[src/rtl/soc_run_ctrl.sv]
// soc_run_ctrl: SoC reset sequencing, RUN cycle count, mailbox verdict and global timeout.
// Optional heartbeat watchdog is compiled in with SOC_RUN_CTRL_HEARTBEAT_EN.
module soc_run_ctrl #(
    parameter int unsigned RST_CYCLES     = 10,
    parameter int unsigned TIMEOUT_CYCLES = 100000,
    parameter int unsigned HB_CYCLES      = 4096,
    parameter int unsigned CNT_W          = 32
) (
    input  logic             clk,
    input  logic             rst_n,
    input  logic             restart,
    input  logic             mb_valid,
    input  logic [31:0]      mb_data,
    output logic             mb_ready,
    output logic             soc_rst_n,
    output logic             done,
    output logic             pass,
    output logic             timeout,
    output logic [15:0]      fail_code,
    output logic [CNT_W-1:0] cycle_cnt
);
    typedef enum logic [1:0] {S_RESET, S_RUN, S_DONE} state_t;

    localparam logic [7:0]       RST_LAST = 8'(RST_CYCLES - 1);
    localparam logic [CNT_W-1:0] CNT_MAX  = CNT_W'(TIMEOUT_CYCLES);

    if (RST_CYCLES < 1 || RST_CYCLES > 255 || HB_CYCLES < 1 ||
        64'(TIMEOUT_CYCLES) >= (64'd1 << CNT_W)) begin : g_bad_params
        $error("soc_run_ctrl: illegal parameter combination");
    end

    state_t           state_q, state_d;
    logic [7:0]       rst_cnt_q, rst_cnt_d;
    logic [CNT_W-1:0] cnt_q, cnt_d, cnt_inc;
    logic             pass_q, pass_d, timeout_q, timeout_d;
    logic [15:0]      code_q, code_d;
    logic             soc_rst_n_q, mb_ready_q, done_q;
    logic             xfer, term, hb_hit;

    assign xfer    = mb_valid && mb_ready_q;
    assign term    = xfer && (mb_data[31:16] == 16'hD0DE);
    assign cnt_inc = (cnt_q == CNT_MAX) ? cnt_q : cnt_q + CNT_W'(1);

`ifdef SOC_RUN_CTRL_HEARTBEAT_EN
    logic [31:0] hb_q, hb_d;
    // Counts RUN cycles since the last accepted word; any accepted word reloads it.
    assign hb_hit = (hb_q + 32'd1) == HB_CYCLES;
    assign hb_d   = (state_q == S_RUN && !xfer) ? hb_q + 32'd1 : 32'd0;
    always_ff @(posedge clk or negedge rst_n)
        if (!rst_n) hb_q <= '0;
        else        hb_q <= hb_d;
`else
    assign hb_hit = 1'b0;
`endif

    always_comb begin
        state_d   = state_q;
        rst_cnt_d = rst_cnt_q;
        cnt_d     = cnt_q;
        pass_d    = pass_q;
        timeout_d = timeout_q;
        code_d    = code_q;
        case (state_q)
            S_RESET: begin
                rst_cnt_d = (rst_cnt_q == RST_LAST) ? 8'd0 : rst_cnt_q + 8'd1;
                state_d   = (rst_cnt_q == RST_LAST) ? S_RUN : S_RESET;
            end
            S_RUN: begin
                cnt_d = cnt_inc;
                // Precedence: terminate word, then global timeout, then heartbeat.
                if (term) begin
                    state_d   = S_DONE;
                    pass_d    = mb_data[15:0] == 16'h0000;
                    timeout_d = 1'b0;
                    code_d    = mb_data[15:0];
                end else if (cnt_inc == CNT_MAX) begin
                    state_d   = S_DONE;
                    pass_d    = 1'b0;
                    timeout_d = 1'b1;
                    code_d    = 16'hFFFF;
                end else if (hb_hit && !xfer) begin
                    state_d   = S_DONE;
                    pass_d    = 1'b0;
                    timeout_d = 1'b0;
                    code_d    = 16'hFFFE;
                end
            end
            S_DONE: begin
                if (restart) begin
                    state_d   = S_RESET;
                    cnt_d     = '0;
                    pass_d    = 1'b0;
                    timeout_d = 1'b0;
                    code_d    = 16'h0000;
                end
            end
            default: state_d = S_RESET;
        endcase
    end

    always_ff @(posedge clk or negedge rst_n) begin
        if (!rst_n) begin
            state_q     <= S_RESET;
            rst_cnt_q   <= '0;
            cnt_q       <= '0;
            pass_q      <= 1'b0;
            timeout_q   <= 1'b0;
            code_q      <= '0;
            soc_rst_n_q <= 1'b0;
            mb_ready_q  <= 1'b0;
            done_q      <= 1'b0;
        end else begin
            state_q     <= state_d;
            rst_cnt_q   <= rst_cnt_d;
            cnt_q       <= cnt_d;
            pass_q      <= pass_d;
            timeout_q   <= timeout_d;
            code_q      <= code_d;
            soc_rst_n_q <= state_d != S_RESET;
            mb_ready_q  <= state_d == S_RUN;
            done_q      <= state_d == S_DONE;
        end
    end

    assign soc_rst_n = soc_rst_n_q;
    assign mb_ready  = mb_ready_q;
    assign done      = done_q;
    assign pass      = pass_q;
    assign timeout   = timeout_q;
    assign fail_code = code_q;
    assign cycle_cnt = cnt_q;
endmodule

[config.mk]
export PLATFORM = sky130hd
export DESIGN_NAME = soc_run_ctrl
export DESIGN_NICKNAME = d
export VERILOG_FILES = /design/src/rtl/soc_run_ctrl.sv
export SDC_FILE = /design/constraint.sdc
export NUM_CORES = 1
export LEC_CHECK = 0
export BUFFER_PORTS_ARGS = -buffer_cell sky130_fd_sc_hd__buf_2
export CORE_MARGIN = 2
export CORE_UTILIZATION = 61
export CTS_BUF_LIST = sky130_fd_sc_hd__clkbuf_8
export DETAILED_ROUTE_END_ITERATION = 8
export PLACE_DENSITY = 0.88
export SETUP_SLACK_MARGIN = 0.4
export SYNTH_ARGS = -nofsm -noshare
export SYNTH_HDL_FRONTEND = slang
export SYNTH_SLANG_ARGS = --single-unit
[constraint.sdc]
create_clock -name clk -period 5.1 [get_ports clk]
set_input_delay 1.275 -clock clk [delete_from_list [all_inputs] [get_ports clk]]
set_output_delay 1.275 -clock clk [all_outputs]
set_load 0.1 [all_outputs]
Word level (Yosys, flattened, before mapping). Cells that the tools add are included.

Multiplexer cells: 20. Add/sub/neg operators: 2. Eq/ne operators: 10. Reduce and logical (&&, ||, !) cells: 8.

Operator list (count): $eq 32x17->1 const B (2); $mux 32 (2); $pmux 32 s2 (1); $mux 16 (3); $add 32x1->32 const B (1); $pmux 16 s2 (1); $eq 16x16->1 const B (1); $logic_not 16->1 (1); $add 8x1->8 const B (1); $eq 8x4->1 const B (1); $mux 8 (1); $mux 1 (6); $mux 2 (3); $pmux 2 s3 (1); $eq 2x1->1 const B (2); $eq 2x2->1 const B (2); $pmux 1 s2 (2); $reduce_bool 2->1 (2); $ne 3x3->1 const B (1); $reduce_and 3->1 (1); $logic_and 1x1->1 (2); $logic_not 2->1 (1); $ne 2x2->1 const B (1); $reduce_and 2->1 (1).

Bits of input ports: 36. Bits in registers: 63. Logic and storage cells: 49. Output and inout port bits: 53.

Longest topological paths before layout.
Depth in word-level cells: 7. Depth in mapped cells: 12. Gate-level depth less buffers: 10.

Worst setup path after synthesis. OpenSTA, ideal clock, no wires.

Path type: register to register. Start: register cnt_q[1], in the netlist cycle_cnt[1]. End: register pass_q, in the netlist pass. Stages on the path, launching flop included: 11. Library setup time: 0.120 ns. Data arrival time: 3.487 ns. Data required time: 4.980 ns. Slack: 1.492 ns. Period minus slack after synthesis: 3.608 ns. Buffers on the path: 1. Path through: dfrtp_1 -> ha_1 -> clkbuf_1 -> nand2_1 -> nor2_1 -> nand4_1 -> a211o_1 -> a2111o_1 -> nor4b_4 -> a21boi_1 -> a31o_1.

Cells in the longest elaborated chain, start to end: 5. Elaborated cells between the ends (all ways): 6. Classes of those cells: add/sub: 1; eq/ne: 3; mux: 1; reduce/logical: 1.

Ends and longest elaborated chain: from (decl) (RTL line 34) `logic [CNT_W-1:0] cnt_q, cnt_d, cnt_inc;`; from (signal assigned) (RTL line 115) `cnt_q <= cnt_d;`; $add 32x1->32 / $eq 32x17->1 (equally long branches) (RTL line 42) `assign cnt_inc = (cnt_q == CNT_MAX) ? cnt_q : cnt_q + CNT_W'(1);`; $mux 32 (*) (RTL line 42); $eq 32x17->1 (*) (RTL line 76) `end else if (cnt_inc == CNT_MAX) begin`; $ne 3x3->1 (no source line) (*); $reduce_and 3->1 (no source line) (*); to (signal assigned) (RTL line 116) `pass_q <= pass_d;`; to (decl) (RTL line 35) `logic pass_q, pass_d, timeout_q, timeout_d;`.

Mark *: on every way between the ends. The rest lies on a longest branch, timed or not. A chain may end at the register's enable or synchronous reset.

Worst setup path in the final report.
Start: register cnt_q[1], in the netlist cycle_cnt[1]. End: register code_q[6], in the netlist fail_code[6].

Cells in the longest elaborated chain, start to end: 5. Elaborated cells between the ends (all ways): 6. Classes of those cells: add/sub: 1; eq/ne: 3; mux: 1; reduce/logical: 1.

Ends and longest elaborated chain: $add 32x1->32 / $eq 32x17->1 (equally long branches) (RTL line 42); $mux 32 (*) (RTL line 42); $eq 32x17->1 (*) (RTL line 76); $ne 3x3->1 (no source line) (*); $reduce_and 3->1 (no source line) (*); to (signal assigned) (RTL line 118) `code_q <= code_d;`; to (decl) (RTL line 36) `logic [15:0] code_q, code_d;`.

Marked as above.

==> results.cfg <==
[yosys]
syn_area_mm2 = 0.004065
ys_seq_area_share_pct = 38.78
ys_seq_elements = 63
syn-num-nets = 526
ys_top_cells_by_count = dfrtp_1, nand2_1, nor2_1
syn_area_per_cell_um2 = 8.365
synth-edff-count = 0
netlist.top_cell.by_area = dfrtp_1
async_flop_share_pct = 100.0
dominantRegCellSynth = dfrtp_1
synth_cell_types = 60
synthCells = 486
yosysWarnings = 0
yosysMostFrequentCell = dfrtp_1
synth_area_leaders = dfrtp_1, o21ai_0, nand2_1
synth_top_area_share_pct = 38.78

[drt]
first_iter_violations = 368
wl_met3_um = 819
wl_met2_mm = 5.238
vias_per_cell = 6.461
via_count = 4096
ant_nets = 0
first_pass_iters = 5
wl_per_cell_um = 17.14
wirelength_mm = 10.87
highest_layer = met4
drc = 0
met1_length_mm = 4.530

[final_layout]
syn2layout_area_growth_pct = 15.02
drive_gt1_share_pct = 22.62
nets = 592
diodes = 0

[global_routing]
grt_pass1_wl_mm = 17.79
grt_max_degree = 64
grt-ovfl-total = 0
grt_pass1_vias = 3751
antenna_found_initial = 0
grt.total_usage_pct = 30.27

[worst_setup_path]
cpPeakStageDelay_ns = 0.53
arrival_ns = 3.71
crit_fanout = 16
crit_path_cell_trace = ha_1, nand2_1, nor2_1, and2_1, mux2_2, o2bb2ai_1, and4_1, nand3_1, nand2_1
crit_top_cell = nand2_1
crit_slowest_cell = nor2_1
cp.required_ns = 5.37
critPathKind = flop to flop
cp-start-kind = flop
crit_path_end_kind = flop

[sta]
setup_violations = 0
hold_viol = 0
fmax_mhz = 290.5
max_slew.worst_pin.slew_ns = 1.152
slew_headroom_pct = 23.12
drv_slew = 0
period_share_pct = 67.50
setup_tns_ns = 0
layout_min_cycle_time_ns = 3.443
skew_ns = 0.01233
rsz0062_at_grt = false

[floorplanning]
core_area_mm2 = 0.006386
start_util_pct = 63.66
rows = 29
dieArea_mm2 = 0.007333
die_y_um = 85.64
ioPinCount = 89
dieWidth_um = 85.64

[cts]
hold_buffers = 0
clk_latency_ns = 0.35
clk_pin_slew_worst_paths_ns = 0.08
htreeDepth = 3
cts_buffers = 9
cts_root_buffer = clkbuf_8
clock_sink_count = 63
cts_tree = built
cts_buffer_depth = 2
cts_setup_buffers = 0
post_cts_resized = 0

[worst_hold_path]
min_path_type = flop to flop

[placed_design]
dp_hpwl_mm = 7.618
gp_congestion = 0.9169
port_buffers = 88

[pwr]
fin_total_pwr_mw = 1.375
p_per_area_mw_per_mm2 = 294.0
p_leak_nw = 2.171
ir_drop_uv = 746.2

[run_status]
outcome = finished clean

[run]
maxCapViolCount = 0
-- where the power goes --
part           switching (mW)  internal (mW)
logic                   0.261         0.0794
registers              0.0654          0.522
clock network           0.220          0.226
total                   0.547          0.828
-- critical path: cells and delay by family (launching register included) --
| family | cells | cell delay, ns |
|---|---|---|
| flip-flops | 1 | 0.49 |
| adder cells (fa/ha/maj) | 1 | 0.36 |
| AND/OR/NAND/NOR | 6 | 2.02 |
| multiplexers | 1 | 0.36 |
| AO/OA/AOI/OAI | 1 | 0.13 |
-- through the flow --
stage / setup slack [ns] / instances / utilization [%] / hold slack, ns / instance area, um^2
final: 1.657 / 634 / 73.22 / 0.4890 / 4676
after detailed placement: 1.693 / 618 / 70.14 / 0.4793 / 4479
after global placement: 1.778 / 618 / 70.14 / 0.4619 / 4479
after CTS: 1.707 / 634 / 73.22 / 0.4907 / 4676
after floorplan: 1.492 / 486 / - / 0.4471 / 4065
after global routing: 1.467 / 634 / 73.22 / 0.5165 / 4676
-- cells in the final DEF (no fill, tap or decap), types with 3 or more instances in the layout --
master    instances
a21oi_1          30
a22o_1            4
o21ai_0          46
buf_4             3
nand2b_1          4
inv_1            11
and4_1            6
o31ai_1           8
nor3_1           10
a21o_1            7
nor2_1           46
nand3_1          22
nand4_4           3
xor2_1            4
a31oi_1           7
nor2b_1           3
buf_2            88
and3_1           11
nand2_1          59
o41ai_1           5
nor4b_1           3
nor4_1           10
nand4_1          16
xnor2_1          14
and2_1            7
nand4b_1          3
or2_2             3
ha_1              4
dfrtp_1          63
clkbuf_8          9
-- routing by layer --
| metal | up-vias | GRT usage, % |
|---|---|---|
| li1 | 1901 | - |
| met1 | 1972 | 40.84 |
| met2 | 190 | 49.15 |
| met3 | 33 | 5.582 |
| met4 | 0 | 10.82 |
| met5 | - | 0 |
-- state kept, by name (all words and copies together), names as in the netlist --
signal and cells:
cycle_cnt 32, fail_code 16, rst_cnt_q 8, state_q 2
done 1, mb_ready 1, pass 1, soc_rst_n 1
timeout 1
-- logic make-up after synthesis --
kind of cell | synth area share (%)
AOI/OAI and AO/OA | 19.67
adders and majority gates | 1.231
DFF | 38.78
buffers and inverters | 4.648
muxes | 1.046
xor gates and xnor gates | 3.878
and+or+nand+nor | 30.75
-- worst paths after layout --
| kind | startpoint | endpoint | slack (ns) | depth (start not counted) |
|---|---|---|---|---|
| max reg2reg | cycle_cnt[1] | fail_code[6] | 1.66 | 9 |
| min in group asynchronous | rst_n | rst_cnt_q[7] | 1.10 | 2 |
| min reg2reg | rst_cnt_q[7] | rst_cnt_q[7] | 0.49 | 1 |
| max in group asynchronous | rst_n | cycle_cnt[5] | 3.48 | 2 |
| max | cycle_cnt[1] | fail_code[6] | 1.66 | 9 |
| min | rst_cnt_q[7] | rst_cnt_q[7] | 0.49 | 1 |
-- cell type report --
type	count	area [um^2]
multi-input cells	376	2302
flip-flops and latches	63	1577
clock buffers	9	123.9
inverters	11	41.29
well taps	77	96.34
repair buffers	91	462.9
clock inverters	7	72.57
fillers	528	1710
Note: power is estimated with default switching activity, not from simulation.
